$ cat src/rtl/flist_arb.sv
// ---------------------------------------------------------------------------
// flist_arb
//   Front end that lets NREQ client engines share a single free-list
//   allocator. Allocation and deallocation travel on independent channels,
//   each with its own round-robin arbiter and three-state machine
//   (IDLE -> WAIT -> GNT). Each requester may hold at most QUOTA IDs. Its
//   current holding is exported on held_cnt.
//
// Ports
//   clk, rst_n      : clock, asynchronous active-low reset
//   req_alloc       : per-requester alloc request level (held until grant)
//   gnt_alloc       : one-hot, one-cycle alloc grant
//   alloc_id        : allocated ID, valid alongside gnt_alloc
//   req_dealloc     : per-requester dealloc request level (held until grant)
//   dealloc_id_in   : requester i's ID to return on bits [i*IDW +: IDW]
//   gnt_dealloc     : one-hot, one-cycle dealloc completion
//   fl_alloc_req    : one-cycle alloc pulse towards the free list
//   fl_alloc_ack    : free-list alloc acknowledge, fl_alloc_id valid with it
//   fl_alloc_id     : ID returned by the free list
//   fl_dealloc_req  : one-cycle dealloc pulse towards the free list
//   fl_dealloc_id   : ID being returned, stable until fl_dealloc_ack
//   fl_dealloc_ack  : free-list dealloc acknowledge
//   fl_init_done    : free list ready; gates new alloc issue only
//   held_cnt        : per-requester held-ID counts, CNTW bits each
//   err_underflow   : sticky, a dealloc completed for a requester holding 0
// ---------------------------------------------------------------------------
module flist_arb #(
  parameter int NREQ  = 4,
  parameter int IDW   = 16,
  parameter int QUOTA = 8,
  parameter int CNTW  = 4
) (
  input  logic                 clk,
  input  logic                 rst_n,
  input  logic [NREQ-1:0]      req_alloc,
  output logic [NREQ-1:0]      gnt_alloc,
  output logic [IDW-1:0]       alloc_id,
  input  logic [NREQ-1:0]      req_dealloc,
  input  logic [NREQ*IDW-1:0]  dealloc_id_in,
  output logic [NREQ-1:0]      gnt_dealloc,
  output logic                 fl_alloc_req,
  input  logic                 fl_alloc_ack,
  input  logic [IDW-1:0]       fl_alloc_id,
  output logic                 fl_dealloc_req,
  output logic [IDW-1:0]       fl_dealloc_id,
  input  logic                 fl_dealloc_ack,
  input  logic                 fl_init_done,
  output logic [NREQ*CNTW-1:0] held_cnt,
  output logic                 err_underflow
);

  localparam int IDXW = (NREQ > 1) ? $clog2(NREQ) : 1;
  localparam logic [CNTW-1:0] QUOTA_C  = CNTW'(QUOTA);
  localparam logic [IDXW-1:0] LAST_IDX = IDXW'(NREQ - 1);

  typedef enum logic [1:0] {
    ST_IDLE,
    ST_WAIT,
    ST_GNT
  } chanState_e;

  chanState_e      allocState_q;
  chanState_e      deallocState_q;
  logic [IDXW-1:0] allocWinner_q;
  logic [IDXW-1:0] deallocWinner_q;
  logic [IDXW-1:0] allocPtr_q;
  logic [IDXW-1:0] deallocPtr_q;
  logic [CNTW-1:0] heldCnt_q [NREQ];
  logic [CNTW-1:0] heldCnt_d [NREQ];

  logic [NREQ-1:0] allocElig;
  logic [IDXW-1:0] allocPick;
  logic [IDXW-1:0] deallocPick;
  logic [IDW-1:0]  deallocPickId;
  logic            allocDone;
  logic            deallocDone;
  logic            underflowHit;

  // First eligible index at or after ptr, wrapping from NREQ-1 back to 0.
  // Only meaningful when at least one bit of elig is set.
  function automatic logic [IDXW-1:0] rrPick(input logic [NREQ-1:0] elig,
                                             input logic [IDXW-1:0] ptr);
    logic [IDXW-1:0] pick;
    logic            found;
    int              idx;
    pick  = ptr;
    found = 1'b0;
    for (int k = 0; k < NREQ; k++) begin
      idx = int'(ptr) + k;
      if (idx >= NREQ) idx = idx - NREQ;
      if (!found && elig[IDXW'(idx)]) begin
        pick  = IDXW'(idx);
        found = 1'b1;
      end
    end
    return pick;
  endfunction

  function automatic logic [IDXW-1:0] rrNext(input logic [IDXW-1:0] w);
    return (w == LAST_IDX) ? '0 : w + 1'b1;
  endfunction

  function automatic logic [NREQ-1:0] oneHot(input logic [IDXW-1:0] w);
    logic [NREQ-1:0] v;
    v    = '0;
    v[w] = 1'b1;
    return v;
  endfunction

  // A requester already at its quota is invisible to the alloc arbiter.
  always_comb begin
    allocElig = '0;
    for (int i = 0; i < NREQ; i++) begin
      allocElig[i] = req_alloc[i] && (heldCnt_q[i] < QUOTA_C);
    end
  end

  assign allocPick   = rrPick(allocElig, allocPtr_q);
  assign deallocPick = rrPick(req_dealloc, deallocPtr_q);

  always_comb begin
    deallocPickId = '0;
    for (int i = 0; i < NREQ; i++) begin
      if (deallocPick == IDXW'(i)) deallocPickId = dealloc_id_in[i*IDW +: IDW];
    end
  end

  // Acks only count while the channel is waiting; in IDLE or GNT they are dropped.
  assign allocDone   = (allocState_q == ST_WAIT) && fl_alloc_ack;
  assign deallocDone = (deallocState_q == ST_WAIT) && fl_dealloc_ack;

  // Alloc channel. The grant and the count bump land on the same edge, so
  // the next arbitration round already sees the updated holding.
  always_ff @(posedge clk or negedge rst_n) begin
    if (!rst_n) begin
      allocState_q  <= ST_IDLE;
      allocWinner_q <= '0;
      allocPtr_q    <= '0;
      fl_alloc_req  <= 1'b0;
      gnt_alloc     <= '0;
      alloc_id      <= '0;
    end else begin
      fl_alloc_req <= 1'b0;
      gnt_alloc    <= '0;
      case (allocState_q)
        ST_IDLE: begin
          if (fl_init_done && (|allocElig)) begin
            allocWinner_q <= allocPick;
            fl_alloc_req  <= 1'b1;
            allocState_q  <= ST_WAIT;
          end
        end
        ST_WAIT: begin
          if (fl_alloc_ack) begin
            gnt_alloc    <= oneHot(allocWinner_q);
            alloc_id     <= fl_alloc_id;
            allocPtr_q   <= rrNext(allocWinner_q);
            allocState_q <= ST_GNT;
          end
        end
        ST_GNT:  allocState_q <= ST_IDLE;
        default: allocState_q <= ST_IDLE;
      endcase
    end
  end

  // Dealloc channel. The returned ID is captured at issue, so the requester's
  // slice may change after the grant without disturbing the free list.
  always_ff @(posedge clk or negedge rst_n) begin
    if (!rst_n) begin
      deallocState_q  <= ST_IDLE;
      deallocWinner_q <= '0;
      deallocPtr_q    <= '0;
      fl_dealloc_req  <= 1'b0;
      fl_dealloc_id   <= '0;
      gnt_dealloc     <= '0;
    end else begin
      fl_dealloc_req <= 1'b0;
      gnt_dealloc    <= '0;
      case (deallocState_q)
        ST_IDLE: begin
          if (|req_dealloc) begin
            deallocWinner_q <= deallocPick;
            fl_dealloc_id   <= deallocPickId;
            fl_dealloc_req  <= 1'b1;
            deallocState_q  <= ST_WAIT;
          end
        end
        ST_WAIT: begin
          if (fl_dealloc_ack) begin
            gnt_dealloc    <= oneHot(deallocWinner_q);
            deallocPtr_q   <= rrNext(deallocWinner_q);
            deallocState_q <= ST_GNT;
          end
        end
        ST_GNT:  deallocState_q <= ST_IDLE;
        default: deallocState_q <= ST_IDLE;
      endcase
    end
  end

  // Count bookkeeping. An alloc and a dealloc finishing together for the
  // same requester cancel out; a lone dealloc at zero saturates and flags.
  always_comb begin : cntNext
    logic incr;
    logic decr;
    underflowHit = 1'b0;
    for (int i = 0; i < NREQ; i++) begin
      heldCnt_d[i] = heldCnt_q[i];
      incr = allocDone && (allocWinner_q == IDXW'(i));
      decr = deallocDone && (deallocWinner_q == IDXW'(i));
      if (incr && !decr) begin
        heldCnt_d[i] = heldCnt_q[i] + 1'b1;
      end else if (decr && !incr) begin
        if (heldCnt_q[i] == '0) underflowHit = 1'b1;
        else                    heldCnt_d[i] = heldCnt_q[i] - 1'b1;
      end
    end
  end

  always_ff @(posedge clk or negedge rst_n) begin
    if (!rst_n) begin
      for (int i = 0; i < NREQ; i++) heldCnt_q[i] <= '0;
      err_underflow <= 1'b0;
    end else begin
      for (int i = 0; i < NREQ; i++) heldCnt_q[i] <= heldCnt_d[i];
      err_underflow <= err_underflow | underflowHit;
    end
  end

  always_comb begin
    held_cnt = '0;
    for (int i = 0; i < NREQ; i++) held_cnt[i*CNTW +: CNTW] = heldCnt_q[i];
  end

endmodule

$ cat config.mk
export PLATFORM = sky130hd
export DESIGN_NAME = flist_arb
export DESIGN_NICKNAME = d
export VERILOG_FILES = /design/src/rtl/flist_arb.sv
export SDC_FILE = /design/constraint.sdc
export NUM_CORES = 1
export LEC_CHECK = 0
export ABC_CLOCK_PERIOD_IN_PS = 8000
export BUFFER_PORTS_ARGS = -buffer_cell sky130_fd_sc_hd__buf_2
export CORE_MARGIN = 5
export CORE_UTILIZATION = 31
export CTS_CLUSTER_SIZE = 14
export DETAILED_ROUTE_END_ITERATION = 10
export GPL_ROUTABILITY_DRIVEN = 0
export PLACE_DENSITY = 0.57
export SLEW_MARGIN = 5
export SYNTH_ARGS = -nofsm -noshare
export SYNTH_HDL_FRONTEND = slang
export SYNTH_SLANG_ARGS = --single-unit
$ cat constraint.sdc
create_clock -name clk -period 8 [get_ports clk]
set_input_delay 1.6 -clock clk [delete_from_list [all_inputs] [get_ports clk]]
set_output_delay 1.6 -clock clk [all_outputs]
set_load 0.02 [all_outputs]
-- Word-level counts from Yosys, hierarchy flattened
Cells that the tools add are included.
- flip-flop bits (word level): 71
- input bits: 93
- output and inout port bits: 59
- logic and storage cells: 249
- $add $sub $neg: 24
- $lt $le $gt $ge: 24
- equal/unequal tests: 19
- muxes and demuxes: 94
- bitwise logic cells: 1
- reduce and logical (&&, ||, !) cells: 70
- operators with widths (cell ; count):
    $mux W16 ; 4
    $mux W4 ; 16
    $mux W2 ; 22
    $mux W1 ; 40
    $lt A2 B4 Y1 const B ; 8
    $logic_and A1 B1 Y1 ; 31
    $reduce_and A2 Y1 ; 10
    $ge A3 B3 Y1 const B ; 6
    $add A4 B1 Y4 const B ; 4
    $bmux W1 S2 ; 8
    $logic_not A4 Y1 ; 4
    $lt A4 B4 Y1 const B ; 4
    $ne A2 B2 Y1 const B ; 8
    $sub A2 B1 Y2 const B ; 8
    $sub A4 B1 Y4 const B ; 4
    $logic_not A1 Y1 ; 14
    $add A2 B2 Y3 const B ; 4
    $eq A2 B2 Y1 const B ; 6
    $eq A2 B1 Y1 const B ; 5
    $logic_not A2 Y1 ; 5
    $pmux W2 S2 ; 2
    $reduce_bool A2 Y1 ; 4
    $reduce_or A4 Y1 ; 2
    $add A2 B1 Y3 const B ; 2
    other kinds (6) ; 11

-- Depth between registers and ports, before layout
Gate-level depths: netlist of the first run.
- word-level depth: 20
- mapped depth: 13
- gate-level depth less buffers: 12

-- Worst setup path before layout of the first run
OpenSTA, ideal clock, no wires.
- kind: input -> register
- from: input fl_alloc_ack
- to: register heldCnt_q, in the netlist held_cnt[13]
- setup time: 0.125 ns
- arrival: 3.584 ns
- data required time: 7.875 ns
- setup slack: 4.292 ns
- stages on the path: 10
- path buffers: 1
- cells stage by stage: nand3b_1 > inv_1 > clkbuf_1 > nand2_1 > inv_1 > ha_1 > or4_1 > nor2_1 > or2_2 > mux2_2
- word-level cells in the longest chain between the ends: 6
- elaborated cells on any way between the ends: 9
- those cells by class: eq/ne (1); mux (1); reduce/logical (7)
- RTL lines (item ; line ; source):
    start: declaration ; 42 ; input logic fl_alloc_ack,
    $logic_and A1 B1 Y1 (*) ; 129 ; assign allocDone = (allocState_q == ST_WAIT) && fl_alloc_ack;
    $logic_and A1 B1 Y1 (*) ; 210 ; incr = allocDone && (allocWinner_q == IDXW'(i));
    $logic_not A1 Y1 ; 214 ; end else if (decr && !incr) begin
    $logic_and A1 B1 Y1 ; 214 ;
    $reduce_bool A2 Y1 (no line) ; -- ;
    $reduce_and A2 Y1 (no line) ; -- ;
    end: declaration ; 68 ; logic [CNTW-1:0] heldCnt_q [NREQ];
Mark *: on every way between the ends. The rest lies on a longest branch, timed or not.
A chain may end at the register's enable or synchronous reset.

-- Worst setup path in the final report of the first run
- from: input fl_alloc_ack
- to: register heldCnt_q, in the netlist held_cnt[7]
The elaborated chain is that of the path after synthesis.

==> qor.txt, run 1 <==
====================================================================================
Outcome                                                                    completed
Fill count                                                                      1339
Total area of sequential cells                                            1780 sq um
Met2 Track Usage GR                                                            23.2%
Final period utilization                                                       55.0%
Insertion delay of the later-clocked pin in the worst-skew pair              0.33 ns
Final Total Pwr                                                              2050 uW
Met1 Track Usage GR                                                            17.9%
Number of antenna cells inserted                                                   0
Reg-to-reg setup timing slack                                                4.48 ns
DR DRC count                                                                       0
Number of H-tree levels                                                            3
Slew Viols, Final                                                                  0
Port Buf Inserts                                                                 151
Nature of the critical path endpoint                                            flop
Maximum resistive drop on vdd                                             0.000157 V
Starting DRC count in detailed routing                                           228
Overall track demand over capacity in global routing                           13.9%
Static leakage                                                            0.00269 uW
Final number of setup-violating endpoints                                          0
WP data arrival                                                              4.60 ns
Clock-pin transition on the worst setup and hold timing paths                0.06 ns
Largest fanout on the critical path                                               24
Wire length of the first global-routing pass                            17800 microns
Worst slack at placement                                                     3.25 ns
Transition time of the tightest slew-check pin                              0.935 ns
Post-Synthesis Cells                                                             398
Top-level I/O count                                                              152
Average cell area after synthesis                                         10.3 sq um
Post-detailed-route wirelength per cell                                 15.2 microns
Count of TritonRoute iterations in the first routing pass                          6
Most frequently used flop master after synthesis                             dfrtp_1
Via count of the first global-routing pass                                      3547
# rows                                                                            42
Post-cts hold buffer count                                                         0
Post-CTS sizing                                                                    0
Clock tree buffer depth                                                            2
Die Outline Area                                                         15700 sq um
Min-Delay Path Class                                                    flop to flop
Global routing's busiest layer                                                  met2
WP data required                                                             8.20 ns
Setup repair bufs after CTS                                                        0
Number of routed nets with antenna violations                                      0
Share of layout cells above drive strength 1                                   39.9%
Layout Cells excl Fill                                                           725
Sequential fraction of the synthesis area                                      43.3%
Detailed placer's ending HPWL                                           8370 microns
Vias after detailed routing                                                     3414
TritonCTS clock tree                                                             yes
GR Layer Usage met3                                                            2.90%
Synth warnings                                                                     0
Tightest slew margin relative to the limit                                     37.7%
Final worst setup slack                                                      3.60 ns
Final net count                                                                  666
Post-synthesis cell type count                                                    51
Gr ovfl total                                                                      0
MaxCap Viol Count                                                                  0
Antenna violations before repair                                                   0
Type of the setup path with the least slack                             primary input to flop
Horizontal die dimension                                                 125 microns
PwrDens                                                                  390 nW/um^2
Final Critical Period                                                        4.40 ns
Worst Skew                                                                0.00418 ns
Sum of negative setup slack                                                     0 ns
Chip height                                                              125 microns
Hold Vio Cnt, Final                                                                0
Multi-input gate area in the final layout                                 2080 sq um
Number of enable-type register cells in the synthesized netlist                    0
Maximum number of pins on one net before global-route repair                      72
Overall routed net length                                               11000 microns
Vias per std cell                                                               4.71
Placed cells                                                                     710
Number of clock sinks                                                             71
Proportion of synthesized flip-flops having asynchronous set or reset           100%
Post-route worst hold slack                                                 0.473 ns
CTS buffer count                                                                   9
RSZ-0062 raised after global routing                                              no
Mapped Nets                                                                      519
Maximum clock rate                                                         0.227 GHz
Core footprint                                                           13100 sq um
Startpoint class of the critical path                                   primary input
Starting utilization of the core area                                          31.3%
Synthesis-to-layout area growth                                                27.6%
Clock root cell                                                            clkbuf_16
Flip-flop and latch count after synthesis                                         71
Area of the mapped netlist                                                4110 sq um
====================================================================================
registers in the layout, indices dropped and copies added (netlist names):
register / count
allocPtr_q: 2
allocState_q: 2
allocWinner_q: 2
alloc_id: 16
deallocPtr_q: 2
deallocState_q: 2
deallocWinner_q: 2
err_underflow: 1
fl_alloc_req: 1
fl_dealloc_id: 16
fl_dealloc_req: 1
gnt_alloc: 4
gnt_dealloc: 4
held_cnt: 16
per-stage QoR:
stage	util [%]	instance area, sq um
final	39.9	5240
after global routing	39.9	5240
after CTS	39.9	5240
after detailed placement	37.7	4960
after global placement	37.7	4960
after floorplan	-	4110
layout by cell type (no fill, tap or decap), types with 3 or more instances in the layout:
cell type	instances
buf_2	150
nand2_1	71
dfrtp_1	71
nor2_1	32
inv_1	30
a211oi_2	25
ha_1	24
mux2i_1	16
o21ai_0	15
o31a_2	13
clkbuf_16	9
xnor2_1	7
a211oi_1	7
a21o_1	6
nand2b_1	5
a21oi_1	5
mux2_2	5
or2_2	5
xor2_1	5
or4_1	4
nor2b_1	4
fa_1	4
o31a_1	3
clkbuf_8	3
Yosys cell counts (2+ instances only):
library cell	count	share of area [%]
a21o_1	6	1.1
xnor2_1	7	1.5
mux2i_1	16	3.9
nand2_1	71	6.5
xor2_1	5	1.1
fa_1	4	1.9
ha_1	24	7.3
buf_4	2	0.37
a211oi_1	7	1.3
o31a_1	3	0.64
or2_2	5	0.76
buf_8	2	0.73
a211oi_2	25	7.6
or3_1	2	0.30
inv_1	30	2.7
clkbuf_8	2	0.67
and2_1	2	0.30
nand2b_1	5	0.76
o21ai_0	15	1.8
a21oi_1	5	0.61
nor2b_1	4	0.61
o22ai_1	2	0.30
buf_6	3	0.82
or4_1	4	0.73
clkbuf_1	4	0.37
o31a_2	13	3.2
dfrtp_1	71	43
mux2_2	5	1.4
nor2_1	32	2.9
path summary, 6_finish.rpt:
| kind | start | end | cells past startpoint |
|---|---|---|---|
| worst max-delay path | fl_alloc_ack | held_cnt[7] | 13 |
| worst min-delay path | alloc_id[7] | alloc_id[7] | 2 |
| worst max register to register | allocState_q[1] | held_cnt[7] | 12 |
| worst min register to register | alloc_id[7] | alloc_id[7] | 2 |
| max in group asynchronous | rst_n | fl_alloc_req | 1 |
| min in group asynchronous | rst_n | fl_dealloc_id[0] | 1 |
final cells by class:
cell class,count,area share (%)
Clock inverter,3,0.334
Sequential cell,71,33.9
Multi-Input combinational cell,281,39.7
Clock buffer,12,5.08
Inverter,30,2.15
Tap cell,176,4.20
Timing Repair Buffer,152,14.6
power breakdown:
part	internal (uW)	switching [uW]	total [uW]
combinational	401	612	1010
sequential	520	133	653
clock	232	147	379
total	1150	891	2050
per-layer routing:
metal,share of wire [%],vias up
li1,-,1660
met1,45,1651
met2,50,86
met3,3.5,17
met4,2.1,0
met5,0,-
worst max-delay path, stage by stage:
cell,delay (ns)
buf_2,0.09
nand3b_1,0.49
inv_1,0.79
nand2_1,0.22
inv_1,0.10
ha_1,0.20
inv_1,0.10
ha_1,0.29
a21o_1,0.18
a21oi_1,0.18
xnor2_1,0.14
nor2_1,0.06
xor2_1,0.14
cells by family (layout without fill, tap and decap cells):
family | after synthesis | in the layout | synth area share, %
AO/OA/AOI/OAI | 87 | 87 | 19.0
XOR/XNOR | 12 | 12 | 2.56
adder cells (fa/ha/maj) | 28 | 28 | 9.26
buffers and inverters | 46 | 197 | 6.03
flip-flops | 71 | 71 | 43.3
multiplexers | 22 | 22 | 5.54
AND/OR/NAND/NOR | 132 | 132 | 14.4
(Power assumes the default switching activity.)
==> run 2, diff against run 1 <==
Settings changed: ABC_CLOCK_PERIOD_IN_PS 8000 to 4600.
Clock period 8 ns to 4.6 ns, I/O delays scaled along.
==> qor.txt, run 2 (same netlist as run 1, synthesis figures left out) <==
==============================================================================
Share of layout cells above drive strength 1                             40.1%
Type of the setup path with the least slack                       primary input to flop
Commonest non-fill, non-tap cell in the layout                           buf_2
Tightest slew margin relative to the limit                               37.6%
Post-CTS sizing                                                              0
Largest fanout on the critical path                                         24
Worst Skew                                                          0.00618 ns
Number of antenna cells inserted                                             0
Sum of negative setup slack                                               0 ns
Buf+Inv Stages, Crit Path                                                    4
Top-level I/O count                                                        152
Min-Delay Path Class                                              flop to flop
MaxCap Viol Count                                                            0
Gr ovfl total                                                                0
CP Depth                                                                    13
Clock-pin transition on the worst setup and hold timing paths          0.06 ns
Hold Vio Cnt, Final                                                          0
Chip height                                                        125 microns
Hold Path Cell Cnt                                                           2
Vias after detailed routing                                               3401
Clock tree buffer depth                                                      2
Detailed placer's ending HPWL                                     8420 microns
Critical-path cell list                                           buf_2 > nand3b_1 > inv_1 > nand2_1 > inv_1 > ha_1 > inv_1 > ha_1 > a21o_1 > a21oi_1 > xnor2_1 > nor2_1 > xor2_1
RSZ-0062 raised after global routing                                        no
Number of routed nets with antenna violations                                0
Transition time of the tightest slew-check pin                        0.935 ns
Length in cells of the worst reg-to-reg path                                12
Fill count                                                                1328
Count of TritonRoute iterations in the first routing pass                    4
TritonCTS clock tree                                                       yes
Number of H-tree levels                                                      3
Most frequent cells in the layout                                 150 x buf_2, 71 x nand2_1, 71 x dfrtp_1
Capture instance of the worst register-to-register path            held_cnt[7]
Starting DRC count in detailed routing                                     182
Nature of the critical path endpoint                                      flop
Critical-path top delay cell                                             inv_1
Insertion delay of the later-clocked pin in the worst-skew pair        0.34 ns
Setup repair bufs after CTS                                                  0
Clock root cell                                                      clkbuf_16
Maximum clock rate                                                   0.325 GHz
Horizontal die dimension                                           125 microns
Final number of setup-violating endpoints                                    0
Reg2reg start                                                     allocState_q[1]
Launch instance of the worst min-delay path                        alloc_id[0]
Antenna violations before repair                                             0
Post-cts hold buffer count                                                   0
Synthesis-to-layout area growth                                          28.7%
Final Critical Period                                                  3.07 ns
WP data required                                                       4.81 ns
Overall routed net length                                         11100 microns
WP data arrival                                                        3.29 ns
Reg-to-reg setup timing slack                                          1.71 ns
Critical Path Most Common Cell                                           inv_1
Wire length of the first global-routing pass                      18500 microns
Post-detailed-route wirelength per cell                           15.3 microns
Final period utilization                                                 66.8%
Final cell utilization of the core                                       40.2%
DR DRC count                                                                 0
Final Total Pwr                                                        3660 uW
Final net count                                                            667
Slew Viols, Final                                                            0
Layout Cells excl Fill                                                     727
Die Outline Area                                                   15700 sq um
Maximum number of pins on one net before global-route repair                72
Vias per std cell                                                         4.68
Placed cells                                                               711
Static leakage                                                      0.00271 uW
Largest delay share family, worst path                            buffers and inverters
Overall track demand over capacity in global routing                     14.6%
Outcome                                                              completed
Startpoint class of the critical path                             primary input
Via count of the first global-routing pass                                3746
Core footprint                                                     13100 sq um
Biggest cell delay along the critical path                             0.55 ns
Maximum resistive drop on vdd                                       0.000272 V
Number of clock sinks                                                       71
# rows                                                                      42
PwrDens                                                            693 nW/um^2
Port Buf Inserts                                                           151
Hold Crit Endpoint                                                 alloc_id[0]
Starting utilization of the core area                                    31.3%
CTS buffer count                                                             9
==============================================================================
==> run 2: changes by cell type in the layout (fill, tap and decap cells not counted) <==
cell and change:
buf_4 +1, bufinv_16 +2, clkbuf_8 -3, clkinv_4 +2, clkinvlp_4 -1, inv_6 +1
==> run 2: per-layer routing <==
metal	up-vias	global-route usage, %	wire length (microns)
met5	-	0	0
met4	0	6.70	221
met3	13	3.33	465
met2	72	24.5	5630
met1	1661	17.7	4820
li1	1655	-	-
==> run 2: cell type report <==
class	count	area [sq um]	share of cell area, %
Inverter	30	113	2.13
Timing Repair Buffer	153	773	14.6
Multi-Input combinational cell	281	2080	39.4
Sequential cell	71	1780	33.6
Tap cell	176	220	4.16
Clock buffer	9	225	4.26
Clock inverter	7	96.3	1.82
==> run 2: how the worst max path moves through the flow <==
stage | from | to | slack, ns
2_1_floorplan | fl_alloc_ack | held_cnt[13] | 1.57
3_3_place_gp | fl_alloc_ack | held_cnt[7] | 1.31
3_5_place_dp | fl_alloc_ack | held_cnt[7] | 1.16
4_1_cts | fl_alloc_ack | held_cnt[7] | 1.53
5_1_grt | fl_alloc_ack | held_cnt[11] | 1.32
6_report | fl_alloc_ack | held_cnt[7] | 1.53
==> run 2: power by group <==
part	leakage, uW	internal [uW]	switching, uW
Clock	0.000160	476	281
Sequential	0.000865	904	236
Combinational	0.00169	702	1070
==> run 2: stage by stage <==
step           worst slack (ns)  hold slack (ns)  instance area (sq um)
4_1_cts                    1.53            0.472                   5290
6_report                   1.53            0.469                   5290
5_1_grt                    1.32            0.491                   5290
3_3_place_gp               1.31            0.454                   4970
3_5_place_dp               1.16            0.457                   4970
2_1_floorplan              1.57            0.530                   4110
==> run 2: tightest hold or removal path: cells and delay by family, from the launching register on <==
| kind | cells | cell delay [ns] |
|---|---|---|
| and+or+nand+nor | 2 | 0.11 |
| DFF | 1 | 0.33 |
